--- src/rtl/scan_config_ctrl_pkg.sv ---
// Shared definitions for the scan-chain configuration loader and readback logic.
package scan_config_ctrl_pkg;

  typedef enum logic [2:0] {
    ST_IDLE  = 3'd0,
    ST_LOAD  = 3'd1,
    ST_SHIFT = 3'd2,
    ST_DONE  = 3'd3,
    ST_ERR   = 3'd4
  } state_t;

  // Width of a counter able to hold the value len itself.
  function automatic int cnt_width(input int len);
    return $clog2(len + 1);
  endfunction

endpackage

--- src/rtl/scan_config_ctrl_shifter.sv ---
// Parallel-load right-shift word register with a count of bits still to emit.
module scan_config_ctrl_shifter #(
  parameter int WORD_WIDTH = 8,
  parameter int CNT_W      = 4
) (
  input  logic                  clk,
  input  logic                  rst,
  input  logic                  load,
  input  logic                  shift,
  input  logic [WORD_WIDTH-1:0] d,
  input  logic [CNT_W-1:0]      n,
  output logic                  q0,
  output logic                  empty
);

  logic [WORD_WIDTH-1:0] q;
  logic [CNT_W-1:0]      cnt;

  always_ff @(posedge clk or posedge rst) begin
    if (rst) begin
      q   <= '0;
      cnt <= '0;
    end else if (load) begin
      q   <= d;
      cnt <= n;
    end else if (shift) begin
      q   <= q >> 1;
      cnt <= cnt - CNT_W'(1);
    end
  end

  assign q0    = q[0];
  assign empty = (cnt == '0);

endmodule

--- src/rtl/scan_config_ctrl.sv ---
// Streams host config words LSB-first onto the CLB/BLE scan chain, checks the
// bitstream length and folds the displaced chain contents into a parity bit.
module scan_config_ctrl
  import scan_config_ctrl_pkg::*;
#(
  parameter int CHAIN_LEN  = 168,
  parameter int WORD_WIDTH = 8
) (
  input  logic                  clk,
  input  logic                  rst,
  input  logic                  start,
  input  logic [WORD_WIDTH-1:0] cfg_data,
  input  logic                  cfg_valid,
  input  logic                  cfg_last,
  output logic                  cfg_ready,
  output logic                  scan_en,
  output logic                  scan_out,
  input  logic                  scan_ret,
  output logic                  busy,
  output logic                  done,
  output logic                  err,
  output logic                  old_parity
);

  localparam int CNT_W = cnt_width(CHAIN_LEN);
  localparam int SC_W  = cnt_width(WORD_WIDTH);

  state_t           state;
  logic [CNT_W-1:0] remaining;
  logic             accept, last_word, len_bad;
  logic             sh_load, sh_shift, sh_q0, sh_empty;
  logic [SC_W-1:0]  sh_n;

  assign cfg_ready = (state == ST_LOAD);
  assign accept    = cfg_valid & cfg_ready;
  assign last_word = (remaining <= CNT_W'(WORD_WIDTH));
  // Length is wrong whenever cfg_last disagrees with "this word reaches the end".
  assign len_bad   = last_word ^ cfg_last;
  assign sh_load   = accept & ~len_bad;
  assign sh_shift  = (state == ST_SHIFT) & ~sh_empty;

  // Bit 0 goes straight to scan_out on accept, so the shifter holds the rest.
  assign sh_n = last_word ? SC_W'(remaining - CNT_W'(1)) : SC_W'(WORD_WIDTH - 1);

  scan_config_ctrl_shifter #(
    .WORD_WIDTH (WORD_WIDTH),
    .CNT_W      (SC_W)
  ) u_shifter (
    .clk   (clk),
    .rst   (rst),
    .load  (sh_load),
    .shift (sh_shift),
    .d     (cfg_data >> 1),
    .n     (sh_n),
    .q0    (sh_q0),
    .empty (sh_empty)
  );

  always_ff @(posedge clk or posedge rst) begin
    if (rst) begin
      state      <= ST_IDLE;
      remaining  <= '0;
      scan_en    <= 1'b0;
      scan_out   <= 1'b0;
      busy       <= 1'b0;
      done       <= 1'b0;
      err        <= 1'b0;
      old_parity <= 1'b0;
    end else begin
      case (state)
        ST_IDLE, ST_DONE, ST_ERR: begin
          if (start) begin
            state      <= ST_LOAD;
            remaining  <= CNT_W'(CHAIN_LEN);
            busy       <= 1'b1;
            done       <= 1'b0;
            err        <= 1'b0;
            old_parity <= 1'b0;
          end
        end
        ST_LOAD: begin
          if (accept) begin
            if (len_bad) begin
              state <= ST_ERR;
              err   <= 1'b1;
              busy  <= 1'b0;
            end else begin
              state    <= ST_SHIFT;
              scan_en  <= 1'b1;
              scan_out <= cfg_data[0];
            end
          end
        end
        ST_SHIFT: begin
          // Every SHIFT cycle has scan_en high, so each one moves one chain bit.
          remaining  <= remaining - CNT_W'(1);
          old_parity <= old_parity ^ scan_ret;
          if (!sh_empty) begin
            scan_out <= sh_q0;
          end else begin
            scan_en  <= 1'b0;
            scan_out <= 1'b0;
            if (remaining == CNT_W'(1)) begin
              state <= ST_DONE;
              done  <= 1'b1;
              busy  <= 1'b0;
            end else begin
              state <= ST_LOAD;
            end
          end
        end
        default: state <= ST_IDLE;
      endcase
    end
  end

endmodule

--- config.mk ---
export PLATFORM = sky130hd
export DESIGN_NAME = scan_config_ctrl
export DESIGN_NICKNAME = d
export VERILOG_FILES = /design/src/rtl/scan_config_ctrl_pkg.sv /design/src/rtl/scan_config_ctrl_shifter.sv /design/src/rtl/scan_config_ctrl.sv
export SDC_FILE = /design/constraint.sdc
export NUM_CORES = 1
export LEC_CHECK = 0
export ABC_AREA = 1
export CORE_MARGIN = 3
export CORE_UTILIZATION = 56
export DETAILED_ROUTE_END_ITERATION = 8
export DONT_BUFFER_PORTS = 1
export PLACE_DENSITY = 0.74
export SLEW_MARGIN = 20
export SYNTH_ARGS = -nofsm -noshare
export SYNTH_HDL_FRONTEND = slang
export SYNTH_HIERARCHICAL = 1
export SYNTH_SLANG_ARGS = --single-unit
--- constraint.sdc ---
create_clock -name clk -period 1.5 [get_ports clk]
set_input_delay 0.3 -clock clk [delete_from_list [all_inputs] [get_ports clk]]
set_output_delay 0.3 -clock clk [all_outputs]
set_load 0.1 [all_outputs]
==> impl_metrics.json <==
{
  "reg2reg_slack_ns": -0.20,
  "startpoint_type": "flop",
  "clk_pin_slew_ns": 0.10,
  "hold_path_startpoint": "cfg_data[1]",
  "dpl.hpwl_um": 2700,
  "min_period_over_period": 1.14,
  "pre_cts_slack_ns": -0.213,
  "grt_pass1_vias": 1560,
  "synth.avg_cell_area_um2": 8.09,
  "swShare": 0.507,
  "worstSetupEndpointType": "flop",
  "portBuffers": 0,
  "synthMuxAreaShare": 0,
  "cp.arrival_ns": 1.98,
  "ir_worst_vdd_uv": 1180,
  "hold_class": "in -> reg",
  "drc_errors": 0,
  "die_h_um": 61.1,
  "synth_top_area_share": 0.427,
  "core_mm2": 0.00283,
  "ys.flop_type": "dfrtp_1",
  "rsz0062_at_grt": "true",
  "cp_cell_sequence": "inv_2, ha_4, nand2_2, nand2_2, nand2_2, nand2_2, nand2_2, nand3_4, inv_6, nor2_4, buf_16, nand2_4, o211ai_2",
  "fin_area_mm2": 0.00250,
  "maxSlewViolCount": 0,
  "pwr-share-seq": 0.225,
  "tightest_slew_ns": 0.694,
  "timing.rr.start": "remaining[0]",
  "synth_nets": 228,
  "crit_slowest_cell": "dfrtp_1",
  "grt_max_degree": 18,
  "synth_edf_count": 0,
  "holdWs_ns": 0.0847,
  "root_buffer": "clkbuf_4",
  "synth_adder_area_share": 0.0295,
  "drt-initial-drc-count": 196,
  "yosysTopAreaCell": "dfrtp_1",
  "syn-cell-area_mm2": 0.00170,
  "grt_pass1_wl_um": 6850,
  "ys_ff_latch": 29,
  "vias_per_cell": 6.14,
  "leakage_nw": 1.25,
  "synth_cells": 210,
  "routedWlPerCell_um": 19.5,
  "final-setup-viol-count": 23,
  "cp_data_required_time_ns": 1.77,
  "start_util": 0.601,
  "powerDensity_mw_per_mm2": 2410,
  "cell_internal_pwr_mw": 2.97,
  "yosysSeqAreaShare": 0.427,
  "area_delta_synth_final_pct": 47.0,
  "yosys_warnings": 6,
  "clk_latency_ns": 0.35,
  "fin_skew_ns": 0.0181,
  "reg2reg_depth": 13,
  "drtAntennaViolNets": 0,
  "finalSetupTns_ns": -3.13,
  "grt_usage": 0.251,
  "switchingPower_mw": 3.06,
  "dr_total_vias": 1853,
  "cts_tree": "done",
  "holdPathStages": 2,
  "p_total_mw": 6.02,
  "diodes": 0,
  "min_to": "u_shifter/q[0]",
  "fp.dieW_um": 61.1,
  "max_freq_ghz": 0.587,
  "htreeDepth": 2,
  "relSlewSlack": 0.537,
  "cts_buffers": 5,
  "synth_most_common_cell": "nand2_1",
  "crit_type": "reg -> reg",
  "place_congestion": 0.875,
  "dieArea_mm2": 0.00373,
  "synthTopCellsByCount": "59 x nand2_1, 29 x dfrtp_1, 24 x inv_1",
  "num_rows": 19,
  "dr.pass1.iters": 5,
  "slowest_delay_ns": 0.40,
  "synth_xor_area_frac": 0.0155,
  "antenna_found_initial": 0,
  "setup_ws_ns": -0.203,
  "drive_gt1_frac": 0.528,
  "timing.rr.end": "u_shifter/cnt[1]",
  "fin_crit_ns": 1.70,
  "overflow": 0,
  "ys_types": 29,
  "clk_path_buf_depth": 2,
  "pwr-share-comb": 0.690,
  "synthTopCellsByArea": "dfrtp_1 43%, nand2_1 13%, nand3_2 5.3%, inv_1 5.3%, nand3_1 4.4%",
  "worst-path-max-fanout": 5,
  "status": "complete, but fails checks",
  "cts_sinks": 29,
  "crit_top_cell": "nand2_2",
  "violations": "negative setup slack",
  "clock_power_share": 0.085,
  "async_flop_share": 1.00,
  "routed_wl_um": 5890,
  "ios": 21,
  "synth_top_family_by_area": "simple AND/OR/NAND/NOR gates",
  "placed_area_mm2": 0.00197,
  "layout.nets": 289,
  "drv_cap": 0,
  "synth_compound_gate_area_share": 0.104,
  "synth_simple_gate_area_frac": 0.342,
  "hold_viol": 0
}
## stage by stage
step | util | instances
5_1_grt | 0.883 | 302
3_3_place_gp | 0.697 | 267
4_1_cts | 0.795 | 288
6_report | 0.883 | 302
2_1_floorplan | - | 210
3_5_place_dp | 0.697 | 267
## state kept, by name, indices dropped and copies added (netlist names)
register and cells:
scan_out 1, remaining 8, scan_en 1, u_shifter/q 8, state 3, u_shifter/cnt 4
done 1, err 1, old_parity 1, busy 1
## how the worst max path moves through the flow
stage	endpoint	startpoint	slack (ns)
finish	u_shifter/cnt[1]	remaining[0]	-0.20
global route	u_shifter/cnt[1]	remaining[0]	-0.25
CTS	u_shifter/q[5]	remaining[0]	-0.11
detailed placement	u_shifter/cnt[2]	u_shifter/cnt[0]	-0.21
global placement	u_shifter/cnt[2]	u_shifter/cnt[0]	-0.11
floorplan	u_shifter/cnt[3]	state[1]	-0.24
## placed cells by master (no fill, tap or decap), drive strengths merged, types with 2 or more instances in the layout
master,count
o211ai,2
clkbuf,7
nor2,12
xnor2,2
nand4,3
a22oi,2
o21ai,13
nand2,72
ha,4
buf,55
o22ai,3
inv,29
nand3,24
dfrtp,29
a21oi,6
## timing repair
action	4_1_cts	5_1_grt
pin swaps	12	20
gates cloned	1	0
buffers inserted	12	15
setup endpoints to repair	21	23
hold endpoints to repair	29	0
hold buffers	1	0
gates resized for setup	24	43
## worst max-delay path, delay by kind of cell (launching register included)
| kind | cells | cell delay, ns |
|---|---|---|
| flops | 1 | 0.40 |
| fa+ha+maj | 1 | 0.13 |
| compound gates | 1 | 0.06 |
| buf+inv | 3 | 0.31 |
| simple gates | 8 | 0.73 |
## per-layer routing
| metal | vias up | track usage | share of wire |
|---|---|---|---|
| li1 | 794 | - | - |
| met1 | 894 | 0.319 | 0.37 |
| met3 | 35 | 0.0713 | 0.086 |
| met4 | 0 | 0.0991 | 0.047 |
| met5 | - | 0 | 0 |
| met2 | 130 | 0.403 | 0.49 |
## final cells by class
type,count,area (um^2)
multi-input combinational,148,1050
sequential,29,728
timing repair buffer,56,490
fill,128,332
inverter,31,133
clock buffer,7,55.1
tap,31,38.8
## power groups by stage
stage | combinational [mW] | clock (mW) | sequential, mW
after global placement | 2.71 | 0 | 1.29
final | 4.15 | 0.511 | 1.36
after CTS | 3.27 | 0.500 | 1.31
after floorplan | 1.65 | 0 | 1.75
after global routing | 4.36 | 0.543 | 1.38
after detailed placement | 2.79 | 0 | 1.30
## kinds of logic after synthesis
kind of cell / count (synthesis)
AOI/OAI and AO/OA: 28
xor gates and xnor gates: 3
adders and majority gates: 4
buffers and inverters: 33
DFF: 29
other: 1
and+or+nand+nor: 112
(Power assumes the default switching activity.)
